$ cat src/rtl/ps2_pkg.sv
// Shared scan-code constants, FSM encoding and event record for ps2_key_ctrl.
package ps2_pkg;

    localparam logic [7:0] SC_E0     = 8'hE0;
    localparam logic [7:0] SC_E1     = 8'hE1;
    localparam logic [7:0] SC_F0     = 8'hF0;
    localparam logic [7:0] SC_LSHIFT = 8'h12;
    localparam logic [7:0] SC_RSHIFT = 8'h59;
    localparam logic [7:0] SC_CTRL   = 8'h14;
    localparam logic [7:0] SC_ALT    = 8'h11;
    localparam logic [7:0] SC_CAPS   = 8'h58;

    typedef enum logic [1:0] {
        ST_IDLE,
        ST_POP,
        ST_SETTLE,
        ST_DECODE
    } state_e;

    typedef struct packed {
        logic       ext;
        logic       brk;
        logic [7:0] code;
    } evt_t;

    localparam int EVT_W = $bits(evt_t);

    function automatic logic is_mod(input logic [7:0] c);
        return (c == SC_LSHIFT) || (c == SC_RSHIFT) ||
               (c == SC_CTRL)   || (c == SC_ALT);
    endfunction

endpackage

$ cat src/rtl/ps2_key_ctrl_if.sv
// Key-event valid/ready channel from ps2_key_ctrl to its consumer.
interface ps2_key_ctrl_if;

    logic       evt_valid;
    logic       evt_ready;
    logic [7:0] evt_code;
    logic       evt_brk;
    logic       evt_ext;

    modport master (
        output evt_valid,
        output evt_code,
        output evt_brk,
        output evt_ext,
        input  evt_ready
    );

    modport slave (
        input  evt_valid,
        input  evt_code,
        input  evt_brk,
        input  evt_ext,
        output evt_ready
    );

endinterface

$ cat src/rtl/ps2_evt_fifo.sv
// Show-ahead synchronous FIFO; head word is forced to zero while empty.
module ps2_evt_fifo #(
    parameter int DEPTH = 8,
    parameter int AW    = $clog2(DEPTH),
    parameter int W     = 10
) (
    input  logic         clk,
    input  logic         clrn,
    input  logic         push,
    input  logic [W-1:0] din,
    input  logic         pop,
    output logic [W-1:0] dout,
    output logic         full,
    output logic         empty
);

    logic [W-1:0]  mem [DEPTH];
    logic [AW-1:0] wr_q;
    logic [AW-1:0] rd_q;
    logic [AW:0]   cnt_q;
    logic          do_push;
    logic          do_pop;

    assign empty   = (cnt_q == '0);
    assign full    = (cnt_q == (AW+1)'(DEPTH));
    assign do_push = push && !full;
    assign do_pop  = pop && !empty;
    assign dout    = empty ? '0 : mem[rd_q];

    always_ff @(posedge clk) begin
        if (do_push) begin
            mem[wr_q] <= din;
        end
    end

    always_ff @(posedge clk or negedge clrn) begin
        if (!clrn) begin
            wr_q  <= '0;
            rd_q  <= '0;
            cnt_q <= '0;
        end else begin
            if (do_push) wr_q <= wr_q + 1'b1;
            if (do_pop)  rd_q <= rd_q + 1'b1;
            cnt_q <= cnt_q + (AW+1)'(do_push) - (AW+1)'(do_pop);
        end
    end

endmodule

$ cat src/rtl/ps2_key_ctrl.sv
// PS/2 byte sequencer: prefix assembly, modifier/caps tracking, event FIFO.
// Build macro TYPEMATIC_FILTER_EN drops auto-repeat makes of the held key.
module ps2_key_ctrl
    import ps2_pkg::*;
#(
    parameter int FIFO_DEPTH = 8
) (
    input  logic           clk,
    input  logic           clrn,
    input  logic           kb_ready,
    input  logic [7:0]     kb_data,
    input  logic           kb_overflow,
    output logic           nextdata_n,
    ps2_key_ctrl_if.master evt,
    output logic           shift,
    output logic           ctrl,
    output logic           alt,
    output logic           caps,
    output logic           ovf_seen,
    input  logic           ovf_clr
);

    localparam int FIFO_AW = $clog2(FIFO_DEPTH);

    state_e     state_q, state_d;
    logic [7:0] byte_q;
    logic       byte_load;
    logic [2:0] skip_q, skip_d;
    logic       ext_q, ext_d;
    logic       brk_q, brk_d;
    logic       push, done, drop;
    logic       fifo_full, fifo_empty;
    evt_t       push_evt, head;
    logic       lsh_q, rsh_q, lctl_q, rctl_q, lalt_q, ralt_q;
    logic       caps_q, caps_held_q, ovf_q;

    always_comb begin
        state_d   = state_q;
        byte_load = 1'b0;
        unique case (state_q)
            ST_IDLE: begin
                if (kb_ready && !fifo_full) begin
                    byte_load = 1'b1;
                    state_d   = ST_POP;
                end
            end
            ST_POP:    state_d = ST_SETTLE;
            ST_SETTLE: state_d = ST_DECODE;
            ST_DECODE: state_d = ST_IDLE;
            default:   state_d = ST_IDLE;
        endcase
    end

    always_comb begin
        skip_d   = skip_q;
        ext_d    = ext_q;
        brk_d    = brk_q;
        push     = 1'b0;
        done     = 1'b0;
        push_evt = '0;
        if (state_q == ST_DECODE) begin
            priority case (1'b1)
                (skip_q != 3'd0): skip_d = skip_q - 3'd1;
                (byte_q == SC_E1): begin
                    skip_d        = 3'd7;
                    push          = 1'b1;
                    push_evt.code = SC_E1;
                end
                (byte_q == SC_E0): ext_d = 1'b1;
                (byte_q == SC_F0): brk_d = 1'b1;
                default: begin
                    done     = 1'b1;
                    push     = !drop;
                    push_evt = '{ext: ext_q, brk: brk_q, code: byte_q};
                    ext_d    = 1'b0;
                    brk_d    = 1'b0;
                end
            endcase
        end
    end

    // nextdata_n comes straight from a flop, so it can only be low in POP.
    always_ff @(posedge clk or negedge clrn) begin
        if (!clrn) begin
            state_q    <= ST_IDLE;
            byte_q     <= '0;
            nextdata_n <= 1'b1;
            skip_q     <= '0;
            ext_q      <= 1'b0;
            brk_q      <= 1'b0;
        end else begin
            state_q    <= state_d;
            nextdata_n <= (state_d != ST_POP);
            skip_q     <= skip_d;
            ext_q      <= ext_d;
            brk_q      <= brk_d;
            if (byte_load) byte_q <= kb_data;
        end
    end

`ifdef TYPEMATIC_FILTER_EN
    logic [7:0] held_code_q;
    logic       held_ext_q;
    logic       match;

    assign match = (byte_q == held_code_q) && (ext_q == held_ext_q);
    assign drop  = !brk_q && match;

    always_ff @(posedge clk or negedge clrn) begin
        if (!clrn) begin
            held_code_q <= '0;
            held_ext_q  <= 1'b0;
        end else if (done) begin
            if (brk_q && match) begin
                held_code_q <= '0;
                held_ext_q  <= 1'b0;
            end else if (!brk_q && !is_mod(byte_q)) begin
                held_code_q <= byte_q;
                held_ext_q  <= ext_q;
            end
        end
    end
`else
    assign drop = 1'b0;
`endif

    always_ff @(posedge clk or negedge clrn) begin
        if (!clrn) begin
            lsh_q       <= 1'b0;
            rsh_q       <= 1'b0;
            lctl_q      <= 1'b0;
            rctl_q      <= 1'b0;
            lalt_q      <= 1'b0;
            ralt_q      <= 1'b0;
            caps_q      <= 1'b0;
            caps_held_q <= 1'b0;
        end else if (done) begin
            if (byte_q == SC_LSHIFT) lsh_q <= !brk_q;
            if (byte_q == SC_RSHIFT) rsh_q <= !brk_q;
            if (byte_q == SC_CTRL) begin
                if (ext_q) rctl_q <= !brk_q;
                else       lctl_q <= !brk_q;
            end
            if (byte_q == SC_ALT) begin
                if (ext_q) ralt_q <= !brk_q;
                else       lalt_q <= !brk_q;
            end
            // Held CapsLock repeats must not toggle again.
            if (byte_q == SC_CAPS && !ext_q) begin
                if (!brk_q && !caps_held_q) caps_q <= !caps_q;
                caps_held_q <= !brk_q;
            end
        end
    end

    always_ff @(posedge clk or negedge clrn) begin
        if (!clrn) begin
            ovf_q <= 1'b0;
        end else if (kb_overflow) begin
            ovf_q <= 1'b1;
        end else if (ovf_clr) begin
            ovf_q <= 1'b0;
        end
    end

    assign shift    = lsh_q | rsh_q;
    assign ctrl     = lctl_q | rctl_q;
    assign alt      = lalt_q | ralt_q;
    assign caps     = caps_q;
    assign ovf_seen = ovf_q;

    ps2_evt_fifo #(
        .DEPTH (FIFO_DEPTH),
        .AW    (FIFO_AW),
        .W     (EVT_W)
    ) u_fifo (
        .clk   (clk),
        .clrn  (clrn),
        .push  (push),
        .din   (push_evt),
        .pop   (!fifo_empty && evt.evt_ready),
        .dout  (head),
        .full  (fifo_full),
        .empty (fifo_empty)
    );

    assign evt.evt_valid = !fifo_empty;
    assign evt.evt_code  = head.code;
    assign evt.evt_brk   = head.brk;
    assign evt.evt_ext   = head.ext;

endmodule

$ cat src/flat_wrapper.sv
// flat-port wrapper written by rule: the top's interface ports become plain ports
module ps2_key_ctrl_flat import ps2_pkg::*;
#(
    parameter int FIFO_DEPTH = 8
)
  (clk, clrn, kb_ready, kb_data, kb_overflow, nextdata_n, shift, ctrl, alt, caps, ovf_seen, ovf_clr, evt_evt_valid, evt_evt_code, evt_evt_brk, evt_evt_ext, evt_evt_ready);
  ps2_key_ctrl_if evt_i ();
  input  logic clk;
  input  logic clrn;
  input  logic kb_ready;
  input  logic [7:0] kb_data;
  input  logic kb_overflow;
  output logic nextdata_n;
  output logic shift;
  output logic ctrl;
  output logic alt;
  output logic caps;
  output logic ovf_seen;
  input  logic ovf_clr;
  output wire logic [$bits(evt_i.evt_valid)-1:0] evt_evt_valid;
  output wire logic [$bits(evt_i.evt_code)-1:0] evt_evt_code;
  output wire logic [$bits(evt_i.evt_brk)-1:0] evt_evt_brk;
  output wire logic [$bits(evt_i.evt_ext)-1:0] evt_evt_ext;
  input wire logic [$bits(evt_i.evt_ready)-1:0] evt_evt_ready;
  assign evt_evt_valid = evt_i.evt_valid;
  assign evt_evt_code = evt_i.evt_code;
  assign evt_evt_brk = evt_i.evt_brk;
  assign evt_evt_ext = evt_i.evt_ext;
  assign evt_i.evt_ready = evt_evt_ready;
  ps2_key_ctrl #(.FIFO_DEPTH(FIFO_DEPTH)) u_core (.clk(clk), .clrn(clrn), .kb_ready(kb_ready), .kb_data(kb_data), .kb_overflow(kb_overflow), .nextdata_n(nextdata_n), .evt(evt_i), .shift(shift), .ctrl(ctrl), .alt(alt), .caps(caps), .ovf_seen(ovf_seen), .ovf_clr(ovf_clr));
endmodule
$ cat config.mk
export PLATFORM = sky130hd
export DESIGN_NAME = ps2_key_ctrl_flat
export DESIGN_NICKNAME = d
export VERILOG_FILES = /design/src/rtl/ps2_pkg.sv /design/src/rtl/ps2_key_ctrl_if.sv /design/src/rtl/ps2_evt_fifo.sv /design/src/rtl/ps2_key_ctrl.sv /design/src/flat_wrapper.sv
export SDC_FILE = /design/constraint.sdc
export NUM_CORES = 1
export LEC_CHECK = 0
export CORE_UTILIZATION = 50
export CTS_BUF_LIST = sky130_fd_sc_hd__clkbuf_4 sky130_fd_sc_hd__clkbuf_8
export DETAILED_ROUTE_END_ITERATION = 16
export GPL_TIMING_DRIVEN = 0
export PLACE_DENSITY = 0.83
export SLEW_MARGIN = 20
export SYNTH_ARGS = -nofsm -noshare
export SYNTH_HDL_FRONTEND = slang
export SYNTH_SLANG_ARGS = --single-unit
$ cat constraint.sdc
create_clock -name clk -period 2.5 [get_ports clk]
set_input_delay 0.25 -clock clk [delete_from_list [all_inputs] [get_ports clk]]
set_output_delay 0.25 -clock clk [all_outputs]
set_load 0.01 [all_outputs]
Word-level counts from Yosys, hierarchy flattened
Memory sizes are Yosys's and may differ from the RTL's.
Cells that the tools add are included.
Operators by class
  $add $sub $neg: 5
  equal/unequal tests: 14
  mux-type cells: 31
  bitwise operators: 7
  reduce and logical (&&, ||, !) cells: 28
Operators by type and width (count)
  $mux 8: 4
  $eq 8x5->1 const B: 3
  $eq 8x8->1 const B: 3
  $mux 10: 2
  $mux 1: 17
  $eq 8x7->1 const B: 2
  $reduce_and 3->1: 5
  $mux 2: 5
  $pmux 2 s4: 1
  $reduce_and 2->1: 4
  $reduce_and 4->1: 2
  $add 3x1->3 const B: 2
  $logic_and 1x1->1: 6
  $logic_not 1->1: 6
  $mux 3: 2
  $add 4x1->4: 1
  $eq 2x2->1 const B: 2
  $eq 4x4->1 const B: 1
  $logic_not 4->1: 1
  $ne 2x1->1 const B: 2
  $not 1->1: 4
  $reduce_bool 2->1: 2
  $sub 4x1->4: 1
  $or 1x1->1: 3
  other kinds (4): 4
Storage, ports and cells
  flip-flop bits (word level): 35
  RAM bits: 80
  bits of input ports: 14
  output and inout port bits: 17
  word-level logic and storage cells: 104
  memories kept: 1
Memories
  u_core.u_fifo.mem: depth 8, bits a word 10, read ports 1, clocked after memory_dff 0, write ports 1, RTL line ps2_evt_fifo.sv:17  | logic [W-1:0] mem [DEPTH];

Depth between registers and ports, before layout
  depth in word-level cells: 9
  gate-level depth with buffers: 12
  depth with buffers taken out: 12

Cells and area by module
From an unflattened synthesis, not the netlist that was laid out.
Second synthesis, totals
  cell total of the unflattened synthesis: 307
  area total of the unflattened synthesis: 4966.0 um2
By module, submodules not included
  ps2_evt_fifo: instances 1, cells each 175, area each 3607.2 um2, sequential area each 2652.5 um2
  ps2_key_ctrl: instances 1, cells each 132, area each 1358.8 um2, sequential area each 626.9 um2

Worst setup path before layout
OpenSTA, ideal clock, no wires.
  kind: reg-to-reg
  start point: reg u_core.skip_q[0]
  end point: mem u_core.u_fifo.mem[0][0], enable pin
  library setup time: 0.403 ns
  arrival time: 2.306 ns
  required time: 2.097 ns
  path slack: -0.210 ns
  stages on the path, launching flop included: 7
  buffers on the path: 0
  clock period less this slack: 2.710 ns
  cells stage by stage: dfrtp_1 -> inv_1 -> ha_1 -> nand3b_1 -> a31oi_4 -> nand2_1 -> nor4_1
Between the ends
  cells in the longest elaborated chain, start to end: 6
Ends and longest elaborated chain
  start: declaration: RTL line ps2_key_ctrl.sv:28  | logic [2:0] skip_q, skip_d;
  start signal: assignment: RTL line ps2_key_ctrl.sv:94  | skip_q <= skip_d;
  $reduce_bool 3->1: RTL line ps2_key_ctrl.sv:63  | (skip_q != 3'd0): skip_d = skip_q - 3'd1;
  $mux 1: RTL line ps2_key_ctrl.sv:62  | priority case (1'b1)
  $mux 1: RTL line ps2_key_ctrl.sv:61  | if (state_q == ST_DECODE) begin
  $logic_and 1x1->1: RTL line ps2_evt_fifo.sv:26  | assign do_push = push && !full;
  $mux 1: RTL line ps2_evt_fifo.sv:31  | if (do_push) begin
  $mux 1 (implied by the code): RTL line ps2_evt_fifo.sv:32  | mem[wr_q] <= din;
  end: declaration: RTL line ps2_evt_fifo.sv:17
No other way between the ends.

Worst setup path in the final report
  start point: reg u_core.skip_q[0]
  end point: reg u_core.u_fifo.cnt_q[2]
Between the ends
  cells in the longest elaborated chain, start to end: 6
Ends and longest elaborated chain
  $reduce_bool 3->1: RTL line ps2_key_ctrl.sv:63
  $mux 1: RTL line ps2_key_ctrl.sv:62
  $mux 1: RTL line ps2_key_ctrl.sv:61
  $logic_and 1x1->1: RTL line ps2_evt_fifo.sv:26
  $add 4x1->4: RTL line ps2_evt_fifo.sv:44  | cnt_q <= cnt_q + (AW+1)'(do_push) - (AW+1)'(do_pop);
  $sub 4x1->4: RTL line ps2_evt_fifo.sv:44
  end signal: assignment: RTL line ps2_evt_fifo.sv:44
  end: declaration: RTL line ps2_evt_fifo.sv:20  | logic [AW:0] cnt_q;
No other way between the ends.
A chain may end at the register's enable or synchronous reset.

==> out/metrics.csv <==
stage,metric,value,unit
sta,Tcrit/Tclk final,0.952,
sta,worst slew pin tran,811,ps
clocking,Skew-Pair Late Insertion Delay,420,ps
floorplanning,num rows,35,
sta,Final Hold Fails,0,
sta,Pins Over Slew Limit,0,
sta,"Min Clock Period, post-route",2380,ps
yosys,yosys warns,0,
drt,Post-Route WL,9320,um
drt,Antenna Nets Post-Route,0,
clocking,clock tree root buffer cell,clkbuf_8,
pwr,Int Pwr,4350,uW
final_layout,"most common cell after layout, fill and taps aside",edfxtp_1,
pwr,Switching Fraction,0.317,
floorplanning,DIE WIDTH,102,um
clocking,H-Tree Depth,4,
worst_setup_path,Crit Path Max Fanout,5,
drt,detailed-router iteration count before antenna repair,5,
sta,Layout Skew,10.8,ps
floorplanning,die height,102,um
clocking,clock sinks,115,
pwr,LEAKAGE,0.00236,uW
sta,fmax,420,MHz
pwr,maximum VDD drop,0.000680,V
sta,Max transition margin,0.456,
placed_design,"Cell Area, Placed",5500,um^2
floorplanning,Die Footprint,10300,um^2
final_layout,fraction of layout cells with a size suffix above 1,0.292,
worst_setup_path,worst path required time,2800,ps
yosys,"EDFF count, synth",80,
worst_setup_path,Critical-path top delay cell,fa_1,
pwr,clock group share of total power,0.245,
sta,hold slack final,214,ps
yosys,Seq cells post-synth,115,
grt,largest net degree at the start of global routing,28,
worst_setup_path,Reg2Reg Depth,11,
worst_setup_path,R2R Setup Slk,120,ps
pwr,Net Switching,2020,uW
worst_setup_path,critical-path cell list,inv_2 -> ha_4 -> nand3b_1 -> a31oi_4 -> nand2_4 -> ha_1 -> inv_1 -> ha_1 -> inv_1 -> fa_1 -> xnor2_1,
clocking,Clock Tree Buf Depth,2,
yosys,largest family of logic cells by synthesized area,multiplexers,
worst_setup_path,FF-to-FF End,u_core.u_fifo.cnt_q[2],
yosys,Gate Count Post-Synth,310,
worst_setup_path,Critical R2R Launch,u_core.skip_q[0],
drt,DR WL/cell,17.9,um
final_layout,most frequent cells in the layout,"edfxtp_1, dfrtp_1, mux4_2, clkbuf_8, clkdlybuf4s50_1",
grt,vias in the first global route,2997,
grt,antenna violations before repair,0,
worst_setup_path,Crit path max-delay family,adder cells,
worst_setup_path,largest stage delay on the critical path,420,ps
yosys,Syn Nets,338,
final_layout,Area Overhead vs Synth,22.5,%
yosys,post-synthesis xor/xnor area fraction,0.0124,
grt,GRT Total Usage,0.205,
yosys,Post-synth ARST share,0.304,
pwr,Comb power frac,0.355,
drt,Post-route DRC,0,
yosys,multiplexer share of the synthesized area,0.138,
yosys,register area share after synthesis,0.662,
yosys,Post-synth top flop,edfxtp_1,
final_layout,nets@finish,406,
placed_design,placer congestion estimate,0.786,
drt,Via Count,2889,
drt,vias per cell,5.56,
sta,endpoints failing setup,0,
yosys,post-synthesis simple-gate area fraction,0.0858,
floorplanning,number of top-level design ports,31,
floorplanning,core area,9420,um^2
yosys,Synth Area in Compound Gates,0.0414,
sta,setup TNS,0,ps
clocking,CTS buffer count,17,
run_status,outcome,completed,
final_layout,Layout fillers,656,
final_layout,fin area,6070,um^2
final_layout,antenna cells,0,
drt,initial DRC count,151,
yosys,syn avg cell area,16.0,um^2
worst_setup_path,Crit path arrival time,2680,ps
pwr,pwr/cell area,1050,nW/um^2
yosys,Unique masters post-synth,47,
worst_setup_path,Crit. End Element,flop,
flow_run,# Max-Cap Violations,0,
hold_path,worst hold path type,input port to asynchronous set/reset pin,
clocking,Worst-path clk slew,60,ps
worst_setup_path,critical path type,flop to flop,
yosys,Post-Synth Adder-Cell Area,0.0369,
placed_design,port bufs,30,
grt,grt ovf,0,
clocking,TritonCTS clock tree,done,
yosys,Syn Std Cell Area,4960,um^2
worst_setup_path,WP buf/inv,3,
floorplanning,Initial Util,0.526,
worst_setup_path,critical path startpoint category,flop,
placed_design,Final HPWL DP,6180,um
grt,first-pass GRT wire length,14900,um
pwr,Flop pwr share,0.400,
[metrics by stage]
stage | utilization | total power (uW) | worst slack, ps | instances
3_3_place_gp | 0.576 | 4530 | -741 | 469
5_1_grt | 0.645 | 6750 | -24.8 | 520
6_report | 0.645 | 6380 | 121 | 520
4_1_cts | 0.634 | 6340 | 6.49 | 511
3_5_place_dp | 0.584 | 4670 | -337 | 474
2_1_floorplan | - | 3930 | 22.3 | 310
[how the worst max path moves through the flow]
stage | startpoint | end | slack [ps] | cells past startpoint
2_1_floorplan | u_core.skip_q[0] | u_core.u_fifo.cnt_q[2] | 20 | 11
5_1_grt | u_core.skip_q[0] | u_core.u_fifo.cnt_q[2] | -20 | 11
4_1_cts | u_core.u_fifo.rd_q[0] | evt_evt_code[3] | 6 | 5
3_3_place_gp | u_core.skip_q[0] | u_core.u_fifo.mem[4][8] | -740 | 6
6_report | u_core.skip_q[0] | u_core.u_fifo.cnt_q[2] | 120 | 11
3_5_place_dp | u_core.skip_q[0] | u_core.u_fifo.cnt_q[2] | -340 | 11
[flip-flops by register name, summed over array words and instances, names as in the netlist, 2 cells and up]
| name | cells |
|---|---|
| u_core.u_fifo.mem | 80 |
| u_core.byte_q | 8 |
| u_core.u_fifo.rd_q | 3 |
| u_core.state_q | 2 |
| u_core.u_fifo.wr_q | 3 |
| u_core.skip_q | 3 |
| u_core.u_fifo.cnt_q | 4 |
[cells in the mapped netlist, drive strengths merged, types with 2 or more instances]
library cell	count	area (um^2)
a21o	3	22.5
a21oi	3	15.0
and2	9	56.3
buf	6	28.8
clkbuf	7	27.5
dfrtp	34	851
edfxtp	80	2400
ha	13	163
inv	17	63.8
mux2	9	101
mux2i	13	130
mux4	20	450
nand2	7	26.3
nand2b	3	18.8
nand3	6	30.0
nand4	4	25.0
nand4b	2	17.5
nor2	21	78.8
nor2b	3	18.8
nor3	6	30.0
nor4	2	12.5
nor4b	2	32.5
o21ai	5	25.0
o31ai	5	37.5
o41ai	3	26.3
or2	4	25.0
xnor2	5	43.8
xor2	2	17.5
[worst reg2reg max path, delay by kind of cell, from the launching register on]
family	cells	cell delay, ps
compound gates	1	250
simple gates	2	220
fa+ha+maj	4	1030
xor+xnor	1	140
buf+inv	3	220
flops	1	410
[power groups by stage]
stage	Clock [uW]	Sequential, uW	Combinational (uW)
floorplan	0	2490	1440
global placement	0	2530	2010
detailed placement	0	2570	2100
CTS	1590	2540	2210
global route	1680	2580	2500
finish	1560	2550	2260
[layout make-up]
type / instances / area, um^2 / share of cell area
Buffer: 13 / 98.8 / 0.0163
Clock buffer: 22 / 284 / 0.0468
Clock inverter: 10 / 85.1 / 0.0140
Inverter: 17 / 63.8 / 0.0105
Multi-Input combinational cell: 165 / 1630 / 0.268
Sequential cell: 115 / 3280 / 0.540
Tap cell: 129 / 161 / 0.0266
Timing Repair Buffer: 49 / 470 / 0.0775
[logic make-up (layout without fill, tap and decap cells)]
group	count (synthesis)	in the layout
compound gates	27	27
buf+inv	30	111
mux	42	42
flops	115	115
fa+ha+maj	14	14
xor+xnor	7	7
simple gates	75	75
[layer usage]
layer  GRT usage  vias up  share of wire
met5           0        -              0
met4      0.0981        0          0.020
met3      0.0656       17          0.039
met2       0.339       89           0.53
met1       0.243     1463           0.41
li1            -     1320              -
[repair_timing]
item | CTS | global route
hold endpoints to repair | 34 | 0
endpoints found under the setup margin | 71 | 69
pin swaps | 1 | 0
hold buffers | 1 | 0
resized for setup | 24 | 15
gates cloned | 0 | 0
buffers inserted | 4 | 9
(Power assumes the default switching activity.)
